File: config.mk
export PLATFORM = sky130hd
export DESIGN_NAME = sw_job_scheduler_flat
export DESIGN_NICKNAME = d
export VERILOG_FILES = /design/src/rtl/sw_job_scheduler_if.sv /design/src/rtl/sw_job_scheduler.sv /design/src/flat_wrapper.sv
export SDC_FILE = /design/constraint.sdc
export NUM_CORES = 1
export LEC_CHECK = 0
export ABC_AREA = 1
export BUFFER_PORTS_ARGS = -buffer_cell sky130_fd_sc_hd__buf_2
export CORE_AREA = 2 2 186 188
export DETAILED_ROUTE_END_ITERATION = 16
export DIE_AREA = 0 0 188 190
export MAX_ROUTING_LAYER = met4
export PLACE_DENSITY = 0.57
export RECOVER_POWER = 100
export SYNTH_ARGS = -nofsm -noshare
export SYNTH_HDL_FRONTEND = slang
export SYNTH_SLANG_ARGS = --single-unit
File: constraint.sdc
create_clock -name clk -period 8.8 [get_ports clk]
set_clock_uncertainty 0.1 [all_clocks]
set_input_delay 0.44 -clock clk [delete_from_list [all_inputs] [get_ports clk]]
set_output_delay 0.44 -clock clk [all_outputs]
set_load 0.01 [all_outputs]
File: src/rtl/sw_job_scheduler_if.sv
// Request/result handshake bundle for sw_job_scheduler.
// master = requesters and result consumer, slave = the scheduler.
interface sw_job_scheduler_if #(
  parameter int NUM_REQ    = 4,
  parameter int REF_LEN    = 15,
  parameter int QUERY_LEN  = 10,
  parameter int BASE_WIDTH = 2,
  parameter int ALIGN_LEN  = REF_LEN + QUERY_LEN,
  parameter int ID_W       = $clog2(NUM_REQ)
);
  logic [NUM_REQ-1:0]                       req_valid;
  logic [NUM_REQ-1:0]                       req_ready;
  logic [NUM_REQ*REF_LEN*BASE_WIDTH-1:0]    req_ref_seq;
  logic [NUM_REQ*QUERY_LEN*BASE_WIDTH-1:0]  req_query_seq;
  logic                                     res_valid;
  logic                                     res_ready;
  logic [ID_W-1:0]                          res_id;
  logic [ALIGN_LEN*BASE_WIDTH-1:0]          res_aligned_ref_seq;
  logic [ALIGN_LEN*BASE_WIDTH-1:0]          res_aligned_query_seq;
  logic [7:0]                               res_length;

  modport master (
    output req_valid, req_ref_seq, req_query_seq, res_ready,
    input  req_ready, res_valid, res_id, res_aligned_ref_seq,
           res_aligned_query_seq, res_length
  );

  modport slave (
    input  req_valid, req_ref_seq, req_query_seq, res_ready,
    output req_ready, res_valid, res_id, res_aligned_ref_seq,
           res_aligned_query_seq, res_length
  );
endinterface

File: src/rtl/sw_job_scheduler.sv
// Round-robin job scheduler for one shared smith_waterman core: loads a job,
// pulses the core reset, waits a fixed compute window, then returns the result.
module sw_job_scheduler #(
  parameter int NUM_REQ        = 4,
  parameter int REF_LEN        = 15,
  parameter int QUERY_LEN      = 10,
  parameter int BASE_WIDTH     = 2,
  parameter int ALIGN_LEN      = REF_LEN + QUERY_LEN,
  parameter int RST_CYCLES     = 2,
  parameter int COMPUTE_CYCLES = 20,
  parameter int ID_W           = $clog2(NUM_REQ)
) (
  input  logic                              clk,
  input  logic                              rst,
  sw_job_scheduler_if.slave                 bus,
  output logic                              sw_rst,
  output logic [REF_LEN*BASE_WIDTH-1:0]     sw_ref_seq,
  output logic [QUERY_LEN*BASE_WIDTH-1:0]   sw_query_seq,
  input  logic [ALIGN_LEN*BASE_WIDTH-1:0]   sw_aligned_ref_seq,
  input  logic [ALIGN_LEN*BASE_WIDTH-1:0]   sw_aligned_query_seq,
  input  logic [7:0]                        sw_alignment_length,
  output logic                              busy
);
  localparam int RW      = REF_LEN * BASE_WIDTH;
  localparam int QW      = QUERY_LEN * BASE_WIDTH;
  localparam int AW      = ALIGN_LEN * BASE_WIDTH;
  localparam int CNT_MAX = (RST_CYCLES > COMPUTE_CYCLES) ? RST_CYCLES : COMPUTE_CYCLES;
  localparam int CNT_W   = (CNT_MAX > 1) ? $clog2(CNT_MAX) : 1;

  typedef enum logic [1:0] {IDLE, CLEAR, RUN, DONE} state_t;

  state_t            state_q, state_d;
  logic [ID_W-1:0]   rr_ptr_q, rr_ptr_d;
  logic [CNT_W-1:0]  cnt_q, cnt_d;
  logic [ID_W-1:0]   job_id_q, job_id_d;
  logic [RW-1:0]     sw_ref_q, sw_ref_d;
  logic [QW-1:0]     sw_query_q, sw_query_d;
  logic              res_valid_q, res_valid_d;
  logic [ID_W-1:0]   res_id_q, res_id_d;
  logic [AW-1:0]     res_ref_q, res_ref_d;
  logic [AW-1:0]     res_query_q, res_query_d;
  logic [7:0]        res_len_q, res_len_d;

  logic              grant_found;
  logic [ID_W-1:0]   grant_idx;
  logic [NUM_REQ-1:0] req_ready_o;

  function automatic logic [ID_W-1:0] rot(input logic [ID_W-1:0] base, input int k);
    int s;
    s = int'(base) + k;
    if (s >= NUM_REQ) s = s - NUM_REQ;
    return ID_W'(s);
  endfunction

  // First valid requester at or after rr_ptr, wrapping.
  always_comb begin
    grant_found = 1'b0;
    grant_idx   = '0;
    for (int k = 0; k < NUM_REQ; k++) begin
      if (!grant_found && bus.req_valid[rot(rr_ptr_q, k)]) begin
        grant_found = 1'b1;
        grant_idx   = rot(rr_ptr_q, k);
      end
    end
  end

  always_comb begin
    state_d     = state_q;
    rr_ptr_d    = rr_ptr_q;
    cnt_d       = cnt_q;
    job_id_d    = job_id_q;
    sw_ref_d    = sw_ref_q;
    sw_query_d  = sw_query_q;
    res_valid_d = res_valid_q;
    res_id_d    = res_id_q;
    res_ref_d   = res_ref_q;
    res_query_d = res_query_q;
    res_len_d   = res_len_q;
    unique case (state_q)
      IDLE: if (grant_found) begin
        sw_ref_d   = bus.req_ref_seq[int'(grant_idx)*RW +: RW];
        sw_query_d = bus.req_query_seq[int'(grant_idx)*QW +: QW];
        job_id_d   = grant_idx;
        rr_ptr_d   = rot(grant_idx, 1);
        cnt_d      = CNT_W'(RST_CYCLES - 1);
        state_d    = CLEAR;
      end
      CLEAR: if (cnt_q == '0) begin
        cnt_d   = CNT_W'(COMPUTE_CYCLES - 1);
        state_d = RUN;
      end else begin
        cnt_d = cnt_q - CNT_W'(1);
      end
      RUN: if (cnt_q == '0) begin
        res_ref_d   = sw_aligned_ref_seq;
        res_query_d = sw_aligned_query_seq;
        res_len_d   = sw_alignment_length;
        res_id_d    = job_id_q;
        res_valid_d = 1'b1;
        state_d     = DONE;
      end else begin
        cnt_d = cnt_q - CNT_W'(1);
      end
      DONE: if (bus.res_ready) begin
        res_valid_d = 1'b0;
        state_d     = IDLE;
      end
      default: state_d = IDLE;
    endcase
  end

  always_ff @(posedge clk or posedge rst) begin
    if (rst) begin
      state_q     <= IDLE;
      rr_ptr_q    <= '0;
      cnt_q       <= '0;
      job_id_q    <= '0;
      sw_ref_q    <= '0;
      sw_query_q  <= '0;
      res_valid_q <= 1'b0;
      res_id_q    <= '0;
      res_ref_q   <= '0;
      res_query_q <= '0;
      res_len_q   <= '0;
    end else begin
      state_q     <= state_d;
      rr_ptr_q    <= rr_ptr_d;
      cnt_q       <= cnt_d;
      job_id_q    <= job_id_d;
      sw_ref_q    <= sw_ref_d;
      sw_query_q  <= sw_query_d;
      res_valid_q <= res_valid_d;
      res_id_q    <= res_id_d;
      res_ref_q   <= res_ref_d;
      res_query_q <= res_query_d;
      res_len_q   <= res_len_d;
    end
  end

  // Grant is combinational but suppressed while reset is asserted.
  always_comb begin
    req_ready_o = '0;
    if (state_q == IDLE && grant_found && !rst) req_ready_o[grant_idx] = 1'b1;
  end

  assign bus.req_ready             = req_ready_o;
  assign bus.res_valid             = res_valid_q;
  assign bus.res_id                = res_id_q;
  assign bus.res_aligned_ref_seq   = res_ref_q;
  assign bus.res_aligned_query_seq = res_query_q;
  assign bus.res_length            = res_len_q;
  assign sw_rst                    = (state_q != RUN);
  assign sw_ref_seq                = sw_ref_q;
  assign sw_query_seq              = sw_query_q;
  assign busy                      = (state_q != IDLE);
endmodule

File: src/flat_wrapper.sv
// flat-port wrapper written by rule: the top's interface ports become plain ports
module sw_job_scheduler_flat 
#(
  parameter int NUM_REQ        = 4,
  parameter int REF_LEN        = 15,
  parameter int QUERY_LEN      = 10,
  parameter int BASE_WIDTH     = 2,
  parameter int ALIGN_LEN      = REF_LEN + QUERY_LEN,
  parameter int RST_CYCLES     = 2,
  parameter int COMPUTE_CYCLES = 20,
  parameter int ID_W           = $clog2(NUM_REQ)
)
  (clk, rst, sw_rst, sw_ref_seq, sw_query_seq, sw_aligned_ref_seq, sw_aligned_query_seq, sw_alignment_length, busy, bus_req_valid, bus_req_ref_seq, bus_req_query_seq, bus_res_ready, bus_req_ready, bus_res_valid, bus_res_id, bus_res_aligned_ref_seq, bus_res_aligned_query_seq, bus_res_length);
  sw_job_scheduler_if #(.NUM_REQ(NUM_REQ), .REF_LEN(REF_LEN), .QUERY_LEN(QUERY_LEN), .BASE_WIDTH(BASE_WIDTH), .ALIGN_LEN(ALIGN_LEN), .ID_W(ID_W)) bus_i ();
  input  logic clk;
  input  logic rst;
  output logic sw_rst;
  output logic [REF_LEN*BASE_WIDTH-1:0] sw_ref_seq;
  output logic [QUERY_LEN*BASE_WIDTH-1:0] sw_query_seq;
  input  logic [ALIGN_LEN*BASE_WIDTH-1:0] sw_aligned_ref_seq;
  input  logic [ALIGN_LEN*BASE_WIDTH-1:0] sw_aligned_query_seq;
  input  logic [7:0] sw_alignment_length;
  output logic busy;
  input wire logic [$bits(bus_i.req_valid)-1:0] bus_req_valid;
  input wire logic [$bits(bus_i.req_ref_seq)-1:0] bus_req_ref_seq;
  input wire logic [$bits(bus_i.req_query_seq)-1:0] bus_req_query_seq;
  input wire logic [$bits(bus_i.res_ready)-1:0] bus_res_ready;
  output wire logic [$bits(bus_i.req_ready)-1:0] bus_req_ready;
  output wire logic [$bits(bus_i.res_valid)-1:0] bus_res_valid;
  output wire logic [$bits(bus_i.res_id)-1:0] bus_res_id;
  output wire logic [$bits(bus_i.res_aligned_ref_seq)-1:0] bus_res_aligned_ref_seq;
  output wire logic [$bits(bus_i.res_aligned_query_seq)-1:0] bus_res_aligned_query_seq;
  output wire logic [$bits(bus_i.res_length)-1:0] bus_res_length;
  assign bus_i.req_valid = bus_req_valid;
  assign bus_i.req_ref_seq = bus_req_ref_seq;
  assign bus_i.req_query_seq = bus_req_query_seq;
  assign bus_i.res_ready = bus_res_ready;
  assign bus_req_ready = bus_i.req_ready;
  assign bus_res_valid = bus_i.res_valid;
  assign bus_res_id = bus_i.res_id;
  assign bus_res_aligned_ref_seq = bus_i.res_aligned_ref_seq;
  assign bus_res_aligned_query_seq = bus_i.res_aligned_query_seq;
  assign bus_res_length = bus_i.res_length;
  sw_job_scheduler #(.NUM_REQ(NUM_REQ), .REF_LEN(REF_LEN), .QUERY_LEN(QUERY_LEN), .BASE_WIDTH(BASE_WIDTH), .ALIGN_LEN(ALIGN_LEN), .RST_CYCLES(RST_CYCLES), .COMPUTE_CYCLES(COMPUTE_CYCLES), .ID_W(ID_W)) u_core (.clk(clk), .rst(rst), .bus(bus_i), .sw_rst(sw_rst), .sw_ref_seq(sw_ref_seq), .sw_query_seq(sw_query_seq), .sw_aligned_ref_seq(sw_aligned_ref_seq), .sw_aligned_query_seq(sw_aligned_query_seq), .sw_alignment_length(sw_alignment_length), .busy(busy));
endmodule
==> flow_summary.ini, run 1 <==
[drt]
drt_iter0_markers = 619
avgViaCountPerCell = 4.41
drc = 0
dr.pass1.iters = 5
routed_wl_mm = 32.9
vias = 9779
wl_per_cell_um = 14.8
ant_nets = 0

[placed_design]
dp.cells = 2184
dp_hpwl_mm = 24.4
port_buffers = 481
dpl_cell_area_sq_um = 11700
finalWeightedCongestion = 0.879

[pwr]
cell_internal_pwr_mw = 2.49
vdd_drop_max_mv = 0.305
p_sw_mw = 2.61
combPwrFrac = 0.582
power_mw = 5.10
seqPwrFrac = 0.271
clkPwrFrac = 0.147
power.density_nw_per_um2 = 425
power.switching_fraction = 0.511
p_leak_nw = 6.91

[final_layout]
drive_above_1_share = 0.208
num-nets-final = 2071
syn_to_final_growth_pct = 32.7
fin_cells = 2219
stdcell_area_sq_um = 12000
fillers = 3776

[yosys]
synth_mux_area_frac = 0
synth_compound_area_frac = 0.0115
syn_area_sq_um = 9050
synth_nets = 1639
yosysUniqueCellTypes = 24
ys_seq_elements = 172
synth.yosys.seq_area_share = 0.475
yosysTopAreaCell = dfrtp_1
syn_area_per_cell_sq_um = 6.87
synth_top_family_by_area = simple AND/OR/NAND/NOR gates
synthXorXnorAreaFrac = 0.000968
synthCells = 1317
synth-simple-area-share = 0.441
yosysTopAreaCellShare = 0.475
synth_fa_ha_area_frac = 0.00968
ys_top_cells_by_area = dfrtp_1, nand2_1, nand3_1
yosys_warnings = 0

[clock_tree]
postCtsSetupBuffers = 0
clk_pin_slew_ps = 80
clkSinkCount = 172
cts_max_path_buffers = 2
cts_tree = done
htree_levels = 4
cts-root-buf = clkbuf_16
worst_skew_pair.late_latency_ps = 420
cts_resized = 0
hold_buffers = 1
cts_buffers = 17

[sta]
hold_viol_final = 0
clock.fmax_ghz = 0.163
finalSetupViolCount = 0
finalCritPeriodShare = 0.698
slew_headroom = -1.61
finalCriticalPeriod_ps = 6140
slew_viol_final = 426
tns_ps = 0
tightestPinTransition_ps = 3910
rsz0062_at_grt = false

[global_route]
grt_max_degree = 114
gr-total-overflow = 0
grt_usage = 0.184
grt_first_pass_wirelength_mm = 50.3
first_global_vias = 9340
antenna_found_initial = 2

[job]
cap_violations = 6

[floorplanning]
start_util = 0.267
row_count = 68
die_x_um = 188
dieArea_sq_um = 35700
pin_count = 482
die_y_um = 190
fp.coreArea_sq_um = 33900

[setup_path]
path_class = register to output pin
cpMostUsedCell = nand2_1
ff2ff_setup_slack_ps = 3050
cp.required_ps = 8260
path_max_fanout = 54
critical_path.endpoint_type = output pin
arrival_ps = 5600
slowest_stage = clkbuf_1
slowest_delay_ps = 1840
crit_path_start_kind = register
path_cells = inv_1 -> nand2_1 -> nand3_1 -> nand2_1 -> nor2_4 -> nand3_1 -> nand2_1 -> nor2_4 -> clkbuf_1 -> inv_2 -> nor3_1 -> clkbuf_1

[min_path]
hp-class = input port to register

[status]
violations = capacitance limit, slew limit
status = finished, violations left
worst paths after layout:
kind	start	endpoint	cells after the start
max	u_core.rr_ptr_q[0]	bus_req_ready[1]	12
min	sw_aligned_query_seq[32]	u_core.bus.res_aligned_query_seq[32]	3
max reg2reg	u_core.cnt_q[0]	u_core.bus.res_aligned_query_seq[49]	9
min reg2reg	u_core.bus.res_aligned_query_seq[17]	u_core.bus.res_aligned_query_seq[17]	2
max in group asynchronous	rst	u_core.sw_ref_seq[21]	4
min in group asynchronous	rst	u_core.bus.res_aligned_ref_seq[1]	3
metal layers:
layer  wire length (um)  global-route usage  vias to the layer above
met1              13800               0.218                     4543
met5                  0                   -                        -
met4                660              0.0563                        0
li1                   -                   -                     4898
met2              16700               0.314                      303
met3               1710              0.0365                       35
power groups by stage:
stage               clock network, mW  registers, mW  logic [mW]
floorplan                           0           1.54        2.02
global placement                    0           1.38        3.01
detailed placement                  0           1.38        3.04
CTS                             0.777           1.38        3.05
global route                    0.811           1.43        3.37
finish                          0.748           1.38        2.97
synth_stat cells:
| cell | n |
|---|---|
| o21bai_1 | 1 |
| nand4_1 | 2 |
| buf_6 | 18 |
| inv_2 | 5 |
| nor2_1 | 10 |
| o21ai_0 | 7 |
| nor3_1 | 4 |
| inv_1 | 21 |
| buf_2 | 23 |
| ha_1 | 7 |
| a21oi_1 | 9 |
| dfrtp_1 | 172 |
| o21ai_1 | 2 |
| nand2_1 | 876 |
| buf_1 | 3 |
| buf_4 | 1 |
| nor2_2 | 2 |
| nand2_2 | 5 |
| xor2_1 | 1 |
| nand3_2 | 1 |
| nor2_4 | 2 |
| clkbuf_1 | 33 |
| a31oi_1 | 1 |
| nand3_1 | 111 |
registers in the layout (all words and copies together), names as in the netlist:
signal,flops
u_core.bus.res_aligned_query_seq,50
u_core.cnt_q,5
u_core.bus.res_id,2
u_core.job_id_q,2
u_core.bus.res_valid,1
u_core.bus.res_aligned_ref_seq,50
u_core.sw_ref_seq,30
u_core.rr_ptr_q,2
u_core.bus.res_length,8
u_core.sw_query_seq,20
u_core.state_q,2
layout by cell type, fill, tap and decap left out:
master         netlist  routed
nand2_1            876     876
buf_2               23     313
clkbuf_1            33     172
dfrtp_1            172     172
nand3_1            111     111
inv_1               21      20
clkbuf_16            0      17
nor2_1              10      10
a21oi_1              9       9
o21ai_0              7       8
ha_1                 7       7
inv_8                0       5
buf_4                1       5
inv_2                5       4
nor3_1               4       4
nand2_2              5       3
inv_6                0       3
diode_2              0       2
clkinvlp_2           0       2
nor2_4               2       2
nand4_1              2       2
nor2_2               2       2
nand2_4              0       2
clkinv_4             0       2
clkinv_2             0       2
clkinv_8             0       2
o21ai_1              2       1
nand3_2              1       1
xor2_1               1       1
a31oi_1              1       1
o21bai_1             1       1
clkinvlp_4           0       1
dlygate4sd3_1        0       1
critical path, delay by kind of cell (launching register included):
family                 cells  cell delay (ps)
buffers and inverters      4             3410
flip-flops                 1              590
AND/OR/NAND/NOR            8             1140
cell families (layout without fill, tap and decap cells):
group / Yosys count / after routing
xor+xnor: 1 / 1
other cells: 0 / 2
compound gates: 20 / 20
buf+inv: 104 / 549
fa+ha+maj: 7 / 7
simple gates: 1013 / 1013
flops: 172 / 172
stage by stage:
step | utilization | setup slack [ps] | hold WS, ps
2_1_floorplan | - | 3270 | 349
3_3_place_gp | 0.344 | 5070 | 349
3_5_place_dp | 0.344 | 4980 | 353
4_1_cts | 0.361 | 4490 | 82.0
5_1_grt | 0.354 | 2130 | 84.8
6_report | 0.354 | 2660 | 107
cell type report:
type                    instances  area (sq um)  area share
diodes                          2          5.00    0.000417
inverters                      26           100     0.00833
clock inverters                15           150      0.0125
repair buffers                491          2260       0.188
well taps                     455           569      0.0474
clock buffers                  17           425      0.0354
flip-flops and latches        172          4300       0.358
multi-input cells            1041          4200       0.350
No activity file was read; power rests on OpenSTA's default activity.
==> inputs of run 2 (changes only) <==
- PLACE_DENSITY: 0.57 -> 0.58
- clock period: 8.8 -> 5.6 ns (I/O delays scaled with it)
==> flow_summary.ini, run 2 (synthesis gave the netlist of run 1 again) <==
[floorplanning]
fp.coreArea_sq_um = 33900
row_count = 68
dieArea_sq_um = 35700
start_util = 0.267
die_y_um = 190
die_x_um = 188
pin_count = 482

[drt]
dr.pass1.iters = 5
vias = 10300
wl_per_cell_um = 14.4
routed_wl_mm = 33.6
avgViaCountPerCell = 4.45
drt_iter0_markers = 646
ant_nets = 0
drc = 0

[status]
violations = capacitance limit, slew limit
status = finished, violations left

[clock_tree]
hold_buffers = 108
clkSinkCount = 172
htree_levels = 4
worst_skew_pair.late_latency_ps = 430
cts_buffers = 17
cts_resized = 0
cts_max_path_buffers = 2
postCtsSetupBuffers = 0
clk_pin_slew_ps = 80
cts_tree = done
cts-root-buf = clkbuf_16

[final_layout]
final_cell_mix = nand2_1, buf_2, dfrtp_1
fin_cells = 2326
drive_above_1_share = 0.199
syn_to_final_growth_pct = 45.3
num-nets-final = 2178
final_common_cell = nand2_1

[sta]
tightestPinTransition_ps = 1840
finalSetupViolCount = 0
layout_setup_ws_ps = 1210
slew_viol_final = 161
tns_ps = 0
rsz0062_at_grt = false
holdWs_ps = 58.9
slew_headroom = -0.228
finalCritPeriodShare = 0.784
clock.fmax_ghz = 0.228
hold_viol_final = 0
finalCriticalPeriod_ps = 4390

[setup_path]
critical_path.endpoint_type = register
cp.required_ps = 5810
path_class = register to register
path_max_fanout = 91
crit_path_start_kind = register
arrival_ps = 4600

[pwr]
vdd_drop_max_mv = 0.301
p_leak_nw = 7.40
power.density_nw_per_um2 = 617

[global_route]
grt_usage = 0.188
grt_max_degree = 107
gr-total-overflow = 0
grt_first_pass_wirelength_mm = 52.3
first_global_vias = 10100
antenna_found_initial = 2

[placed_design]
dp.cells = 2184
dp_worst_setup_slack_ps = 2150
finalWeightedCongestion = 0.915
dp_hpwl_mm = 24.0
port_buffers = 481

[job]
cap_violations = 2

[min_path]
hp-class = input port to register
==> run 2: critical path, stage by stage, from the launching register on <==
cell        delay (ps)
dfrtp_1            380
inv_1               90
ha_1               200
nand3_1            120
nor2_1             130
inv_1              110
nor2_4             550
clkinvlp_2         940
clkbuf_2          1190
nand2_1            310
nand2_1             90
==> run 2: final timing paths <==
check / endpoint / startpoint / cells after the start / slack [ps]
max in group asynchronous: u_core.sw_ref_seq[21] / rst / 4 / 2730
setup reg to reg: u_core.bus.res_aligned_ref_seq[6] / u_core.cnt_q[0] / 10 / 1210
hold / removal: u_core.bus.res_aligned_query_seq[39] / sw_aligned_query_seq[39] / 3 / 60
hold reg to reg: u_core.bus.res_aligned_query_seq[37] / u_core.bus.res_aligned_query_seq[37] / 2 / 370
setup / recovery: u_core.bus.res_aligned_ref_seq[6] / u_core.cnt_q[0] / 10 / 1210
min in group asynchronous: u_core.bus.res_length[3] / rst / 3 / 450
==> run 2: power by group <==
| group | switching, mW | internal (mW) | leakage, nW |
|---|---|---|---|
| Combinational | 3.22 | 1.45 | 4.96 |
| Sequential | 0.339 | 1.85 | 2.13 |
| Clock | 0.579 | 0.685 | 0.302 |
| Total | 4.13 | 3.98 | 7.40 |
==> run 2: layout make-up <==
type	instances	area (sq um)
Timing Repair Buffer	598	3340
Clock inverter	15	198
Inverter	26	106
Fill cell	3687	20800
Antenna cell	2	5.00
Multi-Input combinational cell	1041	4210
Tap cell	455	569
Clock buffer	17	425
Sequential cell	172	4300
==> run 2: layer usage <==
metal,part of all wire,vias up,track usage
met5,0,-,-
li1,-,5097,-
met2,0.51,365,0.317
met1,0.41,4815,0.222
met4,0.027,0,0.0721
met3,0.055,66,0.0397
==> run 2: metrics by stage <==
| step | util | power [mW] | instance area [sq um] |
|---|---|---|---|
| finish | 0.388 | 8.12 | 13200 |
| global route | 0.388 | 8.95 | 13200 |
| CTS | 0.394 | 8.35 | 13400 |
| detailed placement | 0.344 | 6.99 | 11700 |
| global placement | 0.344 | 6.93 | 11700 |
| floorplan | - | 5.60 | 9050 |
==> inputs of run 3 (changes only) <==
- clock period: 5.6 -> 3.5 ns (I/O delays scaled with it)
==> flow_summary.ini, run 3 (synthesis gave the netlist of run 1 again) <==
[status]
status = finished, violations left
violations = capacitance limit, slew limit

[sta]
clock.fmax_ghz = 0.313
layout_setup_ws_ps = 301
finalCritPeriodShare = 0.914
rsz0062_at_grt = false
slew_viol_final = 36
tightestPinTransition_ps = 1850
finalSetupViolCount = 0
holdWs_ps = 25.3
hold_viol_final = 0
tns_ps = 0
slew_headroom = -0.231
finalCriticalPeriod_ps = 3200

[floorplanning]
dieArea_sq_um = 35700
pin_count = 482
row_count = 68
start_util = 0.267
fp.coreArea_sq_um = 33900
die_x_um = 188
die_y_um = 190

[setup_path]
slowest_stage = dfrtp_1
crit_path_start_kind = register
crit_buf_inv = 3
slowest_delay_ps = 610
path_class = register to output pin
rr_worst_depth = 11
ff2ff_setup_slack_ps = 540
path_max_fanout = 63
cp.required_ps = 3220
critPathTopFamily = simple AND/OR/NAND/NOR gates
path_cells = inv_2 -> nand2_1 -> nand2_1 -> nand2_1 -> nand2_1 -> a21oi_1 -> nand2_4 -> nand2_4 -> buf_8 -> nor3_1 -> buf_2
timing.rr.end = u_core.bus.res_valid
timing.rr.start = u_core.cnt_q[0]
critical_path.endpoint_type = output pin
arrival_ps = 2920
cpMostUsedCell = nand2_1

[pwr]
vdd_drop_max_mv = 0.812
power.switching_fraction = 0.505
clkPwrFrac = 0.156
combPwrFrac = 0.575
seqPwrFrac = 0.269
cell_internal_pwr_mw = 6.48
power.density_nw_per_um2 = 990
p_leak_nw = 7.43
power_mw = 13.1
p_sw_mw = 6.61

[final_layout]
fin_cells = 2332
num-nets-final = 2183
final_common_cell = nand2_1
postLayoutCoreUtil = 0.390
syn_to_final_growth_pct = 46.1
regArea_sq_um = 4300
fillers = 3650
final_cell_mix = nand2_1, buf_2, dfrtp_1
drive_above_1_share = 0.201
multi_input_area_sq_um = 4210
stdcell_area_sq_um = 13200

[clock_tree]
htree_levels = 4
clk_pin_slew_ps = 70
cts-root-buf = clkbuf_16
worst_skew_pair.late_latency_ps = 430
cts_tree = done
postCtsSetupBuffers = 0
clkSinkCount = 172
cts_buffers = 17
cts_max_path_buffers = 2

[min_path]
min_from = bus_req_ref_seq[76]
hp-class = input port to register
holdPathEnd = u_core.sw_ref_seq[16]
hold_depth = 7

[drt]
wl_per_cell_um = 14.9
avgViaCountPerCell = 4.41
ant_nets = 0
dr.pass1.iters = 5
routed_wl_mm = 34.8
drc = 0
drt_iter0_markers = 745
vias = 10300

[placed_design]
finalWeightedCongestion = 0.910
dpl_cell_area_sq_um = 11800
port_buffers = 481
dp_hpwl_mm = 24.5
dp.cells = 2188
dp_worst_setup_slack_ps = 765

[global_route]
grt_first_pass_wirelength_mm = 53.2
grt_usage = 0.194
first_global_vias = 10100
antenna_found_initial = 4
grt_max_degree = 113
gr-total-overflow = 0

[job]
cap_violations = 1
run 3: power groups by stage:
stage / logic (mW) / registers, mW / clock network [mW]
5_1_grt: 8.58 / 3.65 / 2.18
6_report: 7.53 / 3.53 / 2.04
3_3_place_gp: 7.69 / 3.50 / 0
2_1_floorplan: 5.09 / 3.88 / 0
4_1_cts: 7.89 / 3.49 / 2.11
3_5_place_dp: 7.78 / 3.51 / 0
run 3: area by class of cell:
type / instances / area share
Inverter: 26 / 0.00757
Timing Repair Buffer: 603 / 0.259
Multi-Input combinational cell: 1041 / 0.318
Clock inverter: 13 / 0.0137
Sequential cell: 172 / 0.325
Clock buffer: 18 / 0.0324
Tap cell: 455 / 0.0430
Antenna cell: 4 / 0.000757
run 3: how the worst max path moves through the flow:
stage,startpoint,endpoint,slack [ps],depth (start not counted)
final,u_core.rr_ptr_q[0],bus_req_ready[1],300,11
after global routing,u_core.rr_ptr_q[0],bus_req_ready[1],70,11
after CTS,u_core.rr_ptr_q[0],bus_req_ready[1],330,12
after detailed placement,u_core.rr_ptr_q[0],u_core.sw_ref_seq[5],760,15
after global placement,u_core.rr_ptr_q[0],u_core.sw_ref_seq[5],870,15
after floorplan,rst,bus_req_ready[1],30,3
run 3: routing by layer:
layer  vias up  GRT usage  routed length [um]
li1       5116          -                   -
met1      4763      0.221               14000
met2       350      0.334               18000
met3        61     0.0389                1780
met4         0     0.0778                 964
met5         -          -                   0
run 3: worst register-to-register path, stage by stage (launching register included):
cell,delay [ps]
dfrtp_1,400
inv_1,90
ha_1,200
nand3_1,110
nor2_1,130
inv_1,110
nor2_2,690
clkinv_2,140
buf_4,470
nor2_1,270
nor2_1,60
a21oi_1,110
run 3: repair_timing:
action                     CTS  global route
hold endpoints to repair   178             0
hold buffers               109             0
gates resized for setup      0             0
setup endpoints to repair    0             0
